<file path="config.mk">
export PLATFORM = sky130hd
export DESIGN_NAME = sort4_ctrl
export DESIGN_NICKNAME = d
export VERILOG_FILES = /design/src/rtl/sort4_ctrl_pkg.sv /design/src/rtl/sort4_ctrl_nibble_cmp.sv /design/src/rtl/sort4_ctrl.sv
export SDC_FILE = /design/constraint.sdc
export NUM_CORES = 1
export LEC_CHECK = 0
export CAP_MARGIN = 20
export CORE_MARGIN = 3
export CORE_UTILIZATION = 55
export DETAILED_ROUTE_END_ITERATION = 10
export PLACE_DENSITY = 0.87
export SLEW_MARGIN = 15
export SYNTH_ARGS = -nofsm -noshare
export SYNTH_HDL_FRONTEND = slang
export SYNTH_SLANG_ARGS = --single-unit
</file>
<file path="constraint.sdc">
create_clock -name clk -period 3.85 [get_ports clk]
set_clock_uncertainty 0.05 [all_clocks]
set_input_delay 1.155 -clock clk [delete_from_list [all_inputs] [get_ports clk]]
set_output_delay 1.155 -clock clk [all_outputs]
set_load 0.03 [all_outputs]
</file>
<file path="src/rtl/sort4_ctrl_pkg.sv">
// sort4_ctrl_pkg: shared state encoding and sizing constants for the 4-element sorter.
package sort4_ctrl_pkg;
   typedef enum logic [1:0] {IDLE, RUN, DONE} state_t;
   localparam int ELEM_W = 4;
   localparam int ELEM_N = 4;
   localparam logic [1:0] LAST_IDX = 2'd2;
   localparam logic [1:0] LAST_PASS = 2'd2;
endpackage

</file>
<file path="src/rtl/sort4_ctrl_nibble_cmp.sv">
// nibble_cmp: W-bit unsigned magnitude comparator.
module nibble_cmp
   import sort4_ctrl_pkg::*;
#(
   parameter int W = ELEM_W
) (
   input  logic [W-1:0] a,
   input  logic [W-1:0] b,
   output logic         eq,
   output logic         gt,
   output logic         sm
);
   assign eq = a == b;
   assign gt = a > b;
   assign sm = a < b;
endmodule

</file>
<file path="src/rtl/sort4_ctrl.sv">
// sort4_ctrl: bubble sort of four unsigned elements, one compare per cycle through a shared comparator.
module sort4_ctrl
   import sort4_ctrl_pkg::*;
#(
   parameter int W = ELEM_W,
   parameter int N = ELEM_N
) (
   input  logic           clk,
   input  logic           rst,
   input  logic           start,
   input  logic [W*N-1:0] data_in,
   output logic           busy,
   output logic           done,
   output logic [W*N-1:0] data_out,
   output logic [3:0]     swap_cnt
);
   state_t state, state_nxt;
   logic [N-1:0][W-1:0] work, work_sw;
   logic [1:0] idx, idx_n, pass;
   logic pass_swap, eq, gt, sm, finish, unused_cmp;
   assign idx_n = idx + 2'd1;
   assign unused_cmp = eq | sm;
   nibble_cmp #(.W(W)) u_cmp (
      .a (work[idx]),
      .b (work[idx_n]),
      .eq(eq),
      .gt(gt),
      .sm(sm)
   );
   // Early exit once a whole pass saw no swap, counting this cycle's compare.
   assign finish = idx == LAST_IDX && (!(pass_swap || gt) || pass == LAST_PASS);
   always_comb begin
      work_sw = work;
      if (gt) begin
         work_sw[idx]   = work[idx_n];
         work_sw[idx_n] = work[idx];
      end
   end
   always_ff @(posedge clk) begin
      if (rst) state <= IDLE;
      else state <= state_nxt;
   end
   always_comb begin
      state_nxt = state;
      case (state)
         IDLE: state_nxt = start ? RUN : IDLE;
         RUN:  state_nxt = finish ? DONE : RUN;
         default: state_nxt = IDLE;
      endcase
   end
   always_comb begin
      busy = state != IDLE;
      done = state == DONE;
   end
   always_ff @(posedge clk) begin
      if (rst) begin
         work      <= '0;
         idx       <= '0;
         pass      <= '0;
         pass_swap <= 1'b0;
         swap_cnt  <= '0;
         data_out  <= '0;
      end else if (state == IDLE && start) begin
         work      <= data_in;
         idx       <= '0;
         pass      <= '0;
         pass_swap <= 1'b0;
         swap_cnt  <= '0;
      end else if (state == RUN) begin
         work <= work_sw;
         if (gt) swap_cnt <= swap_cnt + 4'd1;
         if (idx == LAST_IDX) begin
            idx       <= '0;
            pass_swap <= 1'b0;
            if (!finish) pass <= pass + 2'd1;
         end else begin
            idx       <= idx_n;
            pass_swap <= pass_swap | gt;
         end
         if (finish) data_out <= work_sw;
      end
   end
endmodule

</file>
Yosys cells after proc, flatten, opt, wreduce, memory -nomap -nowiden
Index checks and enable logic that the tools add are counted.

Register bits: 43. Output and inout port bits: 22. Logic and storage cells: 57.

Add/subtract/negate cells: 3. Equal/unequal tests: 4. Reduce and logical (&&, ||, !) cells: 14. Bitwise logic cells: 3. Muxes and demuxes: 18. Magnitude comparators: 5.

Operators with widths (count): two-way mux 16 bit (3); bitwise mux 16 bit (2); binary-select mux 4 bit (select 2 bit) (2); demux 4 bit (select 2 bit) (2); two-way mux 4 bit (4); equality test 2 bit, second input constant (3); less-than comparator 2 x 3 -> 1 bit, second input constant (2); AND reduction 3 bit (2); adder 2 x 1 -> 2 bit, second input constant (2); adder 4 x 1 -> 4 bit, second input constant (1); >= comparator 2 x 1 -> 1 bit, second input constant (2); greater-than comparator 4 bit (1); logical AND 1 bit (4); two-way mux 2 bit (2); one-hot mux 2 bit (2 select lines) (1); nonzero test 2 bit (2); equality test 2 x 1 -> 1 bit, second input constant (1); logical NOT 2 bit (1); logical OR 1 bit (2); two-way mux 1 bit (2); inverter 1 bit (2); AND reduction 2 bit (1); OR reduction 2 bit (1); logical NOT 1 bit (1); bitwise OR 1 bit (1).

Depth between registers and ports, before layout
Depth after elaboration: 10. Mapped depth: 14. Mapped depth without buffers: 10.

Cells and area by module
A second synthesis with hierarchy kept.

Cells, all modules: 384. Area total of the unflattened synthesis: 3150.5 um^2.

Modules (own cells, without submodules): sort4_ctrl (area each 3021.6 um^2, cells an instance 368, instances 1); nibble_cmp (area each 128.9 um^2, cells an instance 16, instances 1).

Worst setup path before layout
Ideal clock, no wire load.

Kind: flip-flop to flip-flop. From: register idx[0]. To: register data_out[15]. Setup time: 0.088 ns. Stages on the path, launching flop included: 15. Path slack: 0.831 ns. Period minus slack after synthesis: 3.019 ns. Arrival time: 2.881 ns. Cell sequence: dfxtp_1 buf_6 inv_1 ha_1 mux4_2 inv_1 ha_1 and4_1 buf_6 a21oi_2 o21ai_2 and2_1 buf_6 buf_6 a311oi_2.

Longest elaborated chain between the ends: 9.

Ends and longest elaborated chain: start, declared (line sort4_ctrl.sv:19) `logic [1:0] idx, idx_n, pass;`; start signal, assigned (line sort4_ctrl.sv:77) `idx <= idx_n;`; adder 2 x 1 -> 2 bit (line sort4_ctrl.sv:21) `assign idx_n = idx + 2'd1;`; binary-select mux 4 bit (select 2 bit) (line sort4_ctrl.sv:25, sort4_ctrl.sv:35); two-way mux 4 bit (implied by the code) (line sort4_ctrl.sv:25, sort4_ctrl.sv:35); greater-than comparator 4 bit (line sort4_ctrl_nibble_cmp.sv:14) `assign gt = a > b;`; logical OR 1 bit (line sort4_ctrl.sv:31) `assign finish = idx == LAST_IDX && (!(pass_swap || gt) || pass == LAST_PASS);`; logical NOT 1 bit (line sort4_ctrl.sv:31); logical OR 1 bit (line sort4_ctrl.sv:31); logical AND 1 bit (line sort4_ctrl.sv:31); AND reduction 3 bit (no source line); end signal, assigned (line sort4_ctrl.sv:80) `if (finish) data_out <= work_sw;`; end, declared (line sort4_ctrl.sv:14) `output logic [W*N-1:0] data_out,`.

Parallel ways exist; a longest one is shown, timed or not. The select of a mux whose other input is x is not followed. A chain may end at the register's enable or synchronous reset.

Final worst setup path
From: register idx[1]. To: register data_out[9].

The elaborated chain is that of the path after synthesis.

==> key figures <==
Route
  • Detail Route Antenna Nets: 0
  • DR WL/cell: 19.1 µm
  • Drt initial violations: between 300 and 400
  • Routed via count: 2724
  • DRC: 0
  • DRT Pass-1 Iters: 5
  • Drt total wl: 7850 µm
  • Vias/cell: between 6 and 7

CTS
  • Hold bufs inserted after CTS: 0
  • CTS tree: yes
  • Clock root buffer master: clkbuf_8
  • CTS Buf Count: 5
  • Post-CTS resize count: 0
  • Clock Pin Slew Worst Setup and Hold Paths: 80 ps
  • Post-CTS Setup Bufs: 0
  • Clock latency on the worst-skew pair: about 290 ps
  • Clk sinks: 43
  • H-tree levels: 2
  • Clk buf depth: 2

Worst setup path
  • CP Class: reg -> reg
  • Buf/Inv on CP: 2
  • CP Depth: 10
  • CP Launch Type: flop
  • CP Cell Sequence: inv_1 -> ha_1 -> mux4_2 -> inv_1 -> ha_1 -> nor2b_1 -> o211ai_1 -> a21o_1 -> nand2_1 -> a311oi_1
  • Worst Path Max Fanout: 15
  • Critical Path RT: 3990 ps
  • CP peak stage delay: 570 ps
  • WP data arrival: ~3700 ps
  • Cell family with most CP delay: compound AO/OA/AOI/OAI gates
  • Crit path capture type: flop
  • Reg2Reg Depth: 10
  • CP max stage cell: dfxtp_1

Synth
  • Main synth FF type: dfxtp_1
  • YS warnings: 0
  • Post-Syn Nets: between 300 and 400
  • Post-Syn Instances: 310
  • Synth unique cells: 52
  • #FFs+latches synth: 43
  • Syn avg cell area: 9.27 µm²
  • Post-synth EDFFs: 0
  • Post-synthesis async set-or-reset flop share: 0
  • Sequential area share after synthesis: 0.300
  • Mapped Area: 2870 µm²

Job
  • Max-cap viol count: 0

Timing
  • Unrepaired setup endpoints after global routing: false
  • Worst-Margin Slew: around 900 ps
  • Final hold viol count: 0
  • Final setup violating endpoints: 0
  • Fmax: approximately 280 MHz
  • Tcrit/Tclk final: 0.928
  • Slew headroom: 0.409
  • TNS Setup: 0 ps
  • Tmin final: 3570 ps
  • WHS: about 430 ps
  • Final Max Slew Viols: 0

Global routing
  • GR Overflow Total: 0
  • First-pass GRT wire length: 12800 µm
  • Gr usage total: 0.266
  • Initial antenna violation count: 0
  • Largest net degree at the start of global routing: 20
  • Vias in the first global route: ~2600

Floorplanning
  • Core Area: 4880 µm²
  • Initial cell density of the core: 0.589
  • Num ports: 41
  • Die Area: 6130 µm²
  • Die width: 78.3 µm
  • Die Y: 78.3 µm
  • FP Rows: 25

Finish
  • Filler cells: 382
  • Most frequent cells in the layout: 43 x dfxtp_1, 40 x clkdlybuf4s50_1, 37 x nand2_1
  • Multi-input gate area: 1830 µm²
  • Share of cells above drive strength 1: 0.180
  • # diodes: 0
  • Area Overhead vs Synth: 17.8%
  • Commonest non-fill, non-tap cell in the layout: dfxtp_1
  • Reg area: about 860 µm²
  • Final nets: around 380

Placement
  • Count of buffers from port buffering: 40
  • Gpl congestion: ~0.9
  • Hpwl dp: roughly 5800 µm

Pwr
  • VDD IR-drop max: 0.272 mV
  • Lkg Pwr: 1.12 nW
  • Pwr dens: 360 nW/µm²

Hold path
  • Hold depth: 2
  • Tightest Hold Check Type: reg -> reg

Outcome
  • Status: completed
==> path summary, 6_finish.rpt <==
path / end / from / slack (ps)
worst min register to register: data_out[8] / data_out[8] / 430
worst max-delay path: data_out[9] / idx[1] / 280
worst min-delay path: data_out[8] / data_out[8] / 430
worst max register to register: data_out[9] / idx[1] / 280
==> state kept, by name, indices dropped and copies added, names as in the netlist <==
| signal | flops |
|---|---|
| state | 2 |
| swap_cnt | 4 |
| pass_swap | 1 |
| pass | 2 |
| data_out | 16 |
| work | 16 |
| idx | 2 |
==> Yosys cell counts (8+ instances only) <==
| cell type | instances | area share |
|---|---|---|
| inv_1 | 11 | 0.014 |
| nor2_1 | 10 | 0.013 |
| buf_2 | 8 | 0.014 |
| a211oi_1 | 10 | 0.026 |
| nand3_1 | 10 | 0.017 |
| clkbuf_1 | 8 | 0.010 |
| dfxtp_1 | 43 | 0.30 |
| a211oi_2 | 17 | 0.074 |
| a21oi_1 | 34 | 0.059 |
| mux2i_1 | 8 | 0.028 |
| nand2_1 | 37 | 0.048 |
| a311oi_1 | 12 | 0.037 |
| ha_1 | 13 | 0.057 |
==> report_power, final <==
| group | switching (mW) | internal, mW | leakage (nW) |
|---|---|---|---|
| clock network | 0.158 | 0.127 | 0.0412 |
| registers | 0.0279 | 0.463 | 0.349 |
| logic | 0.282 | 0.158 | 0.735 |
==> worst register-to-register path, cell delays in order, from the launching register on <==
cell and delay (ps):
dfxtp_1 570, inv_1 200, ha_1 410, mux4_2 390, inv_1 90, ha_1 220, nor2b_1 150, o211ai_1 430
a21o_1 520, nand2_1 120, a311oi_1 320
==> metrics by stage <==
stage / setup slack [ps] / power [mW] / area (µm²) / cells / utilization
floorplan: 831 / 0.812 / 2870 / 310 / -
global placement: 532 / 0.915 / 3300 / 404 / 0.676
detailed placement: 366 / 0.928 / 3300 / 404 / 0.676
CTS: 352 / 1.21 / 3380 / 412 / 0.693
global route: 70.2 / 1.27 / 3380 / 412 / 0.693
finish: 279 / 1.22 / 3380 / 412 / 0.693
==> kinds of logic (layout without fill, tap and decap cells) <==
logic type / count (synthesis) / count (layout) / synth area share
AOI/OAI and AO/OA: 117 / 117 / 0.333
xor gates and xnor gates: 2 / 2 / 0.00610
adders and majority gates: 13 / 13 / 0.0566
buffers and inverters: 35 / 70 / 0.0623
DFF: 43 / 43 / 0.300
muxes: 20 / 20 / 0.108
and+or+nand+nor: 80 / 80 / 0.135
==> layout make-up <==
type / instances / share of cell area
multi-input cells: 232 / 0.542
clock inverters: 2 / 0.00370
repair buffers: 50 / 0.141
inverters: 12 / 0.0133
well taps: 67 / 0.0248
flip-flops and latches: 43 / 0.254
clock buffers: 6 / 0.0214
==> routing by layer <==
| metal | GRT usage | wire length, µm |
|---|---|---|
| met3 | 0.0378 | 653 |
| met2 | 0.412 | 3560 |
| met5 | 0 | 0 |
| met4 | 0.0997 | 231 |
| met1 | 0.374 | 3410 |
Note: power is estimated with default switching activity, not from simulation.
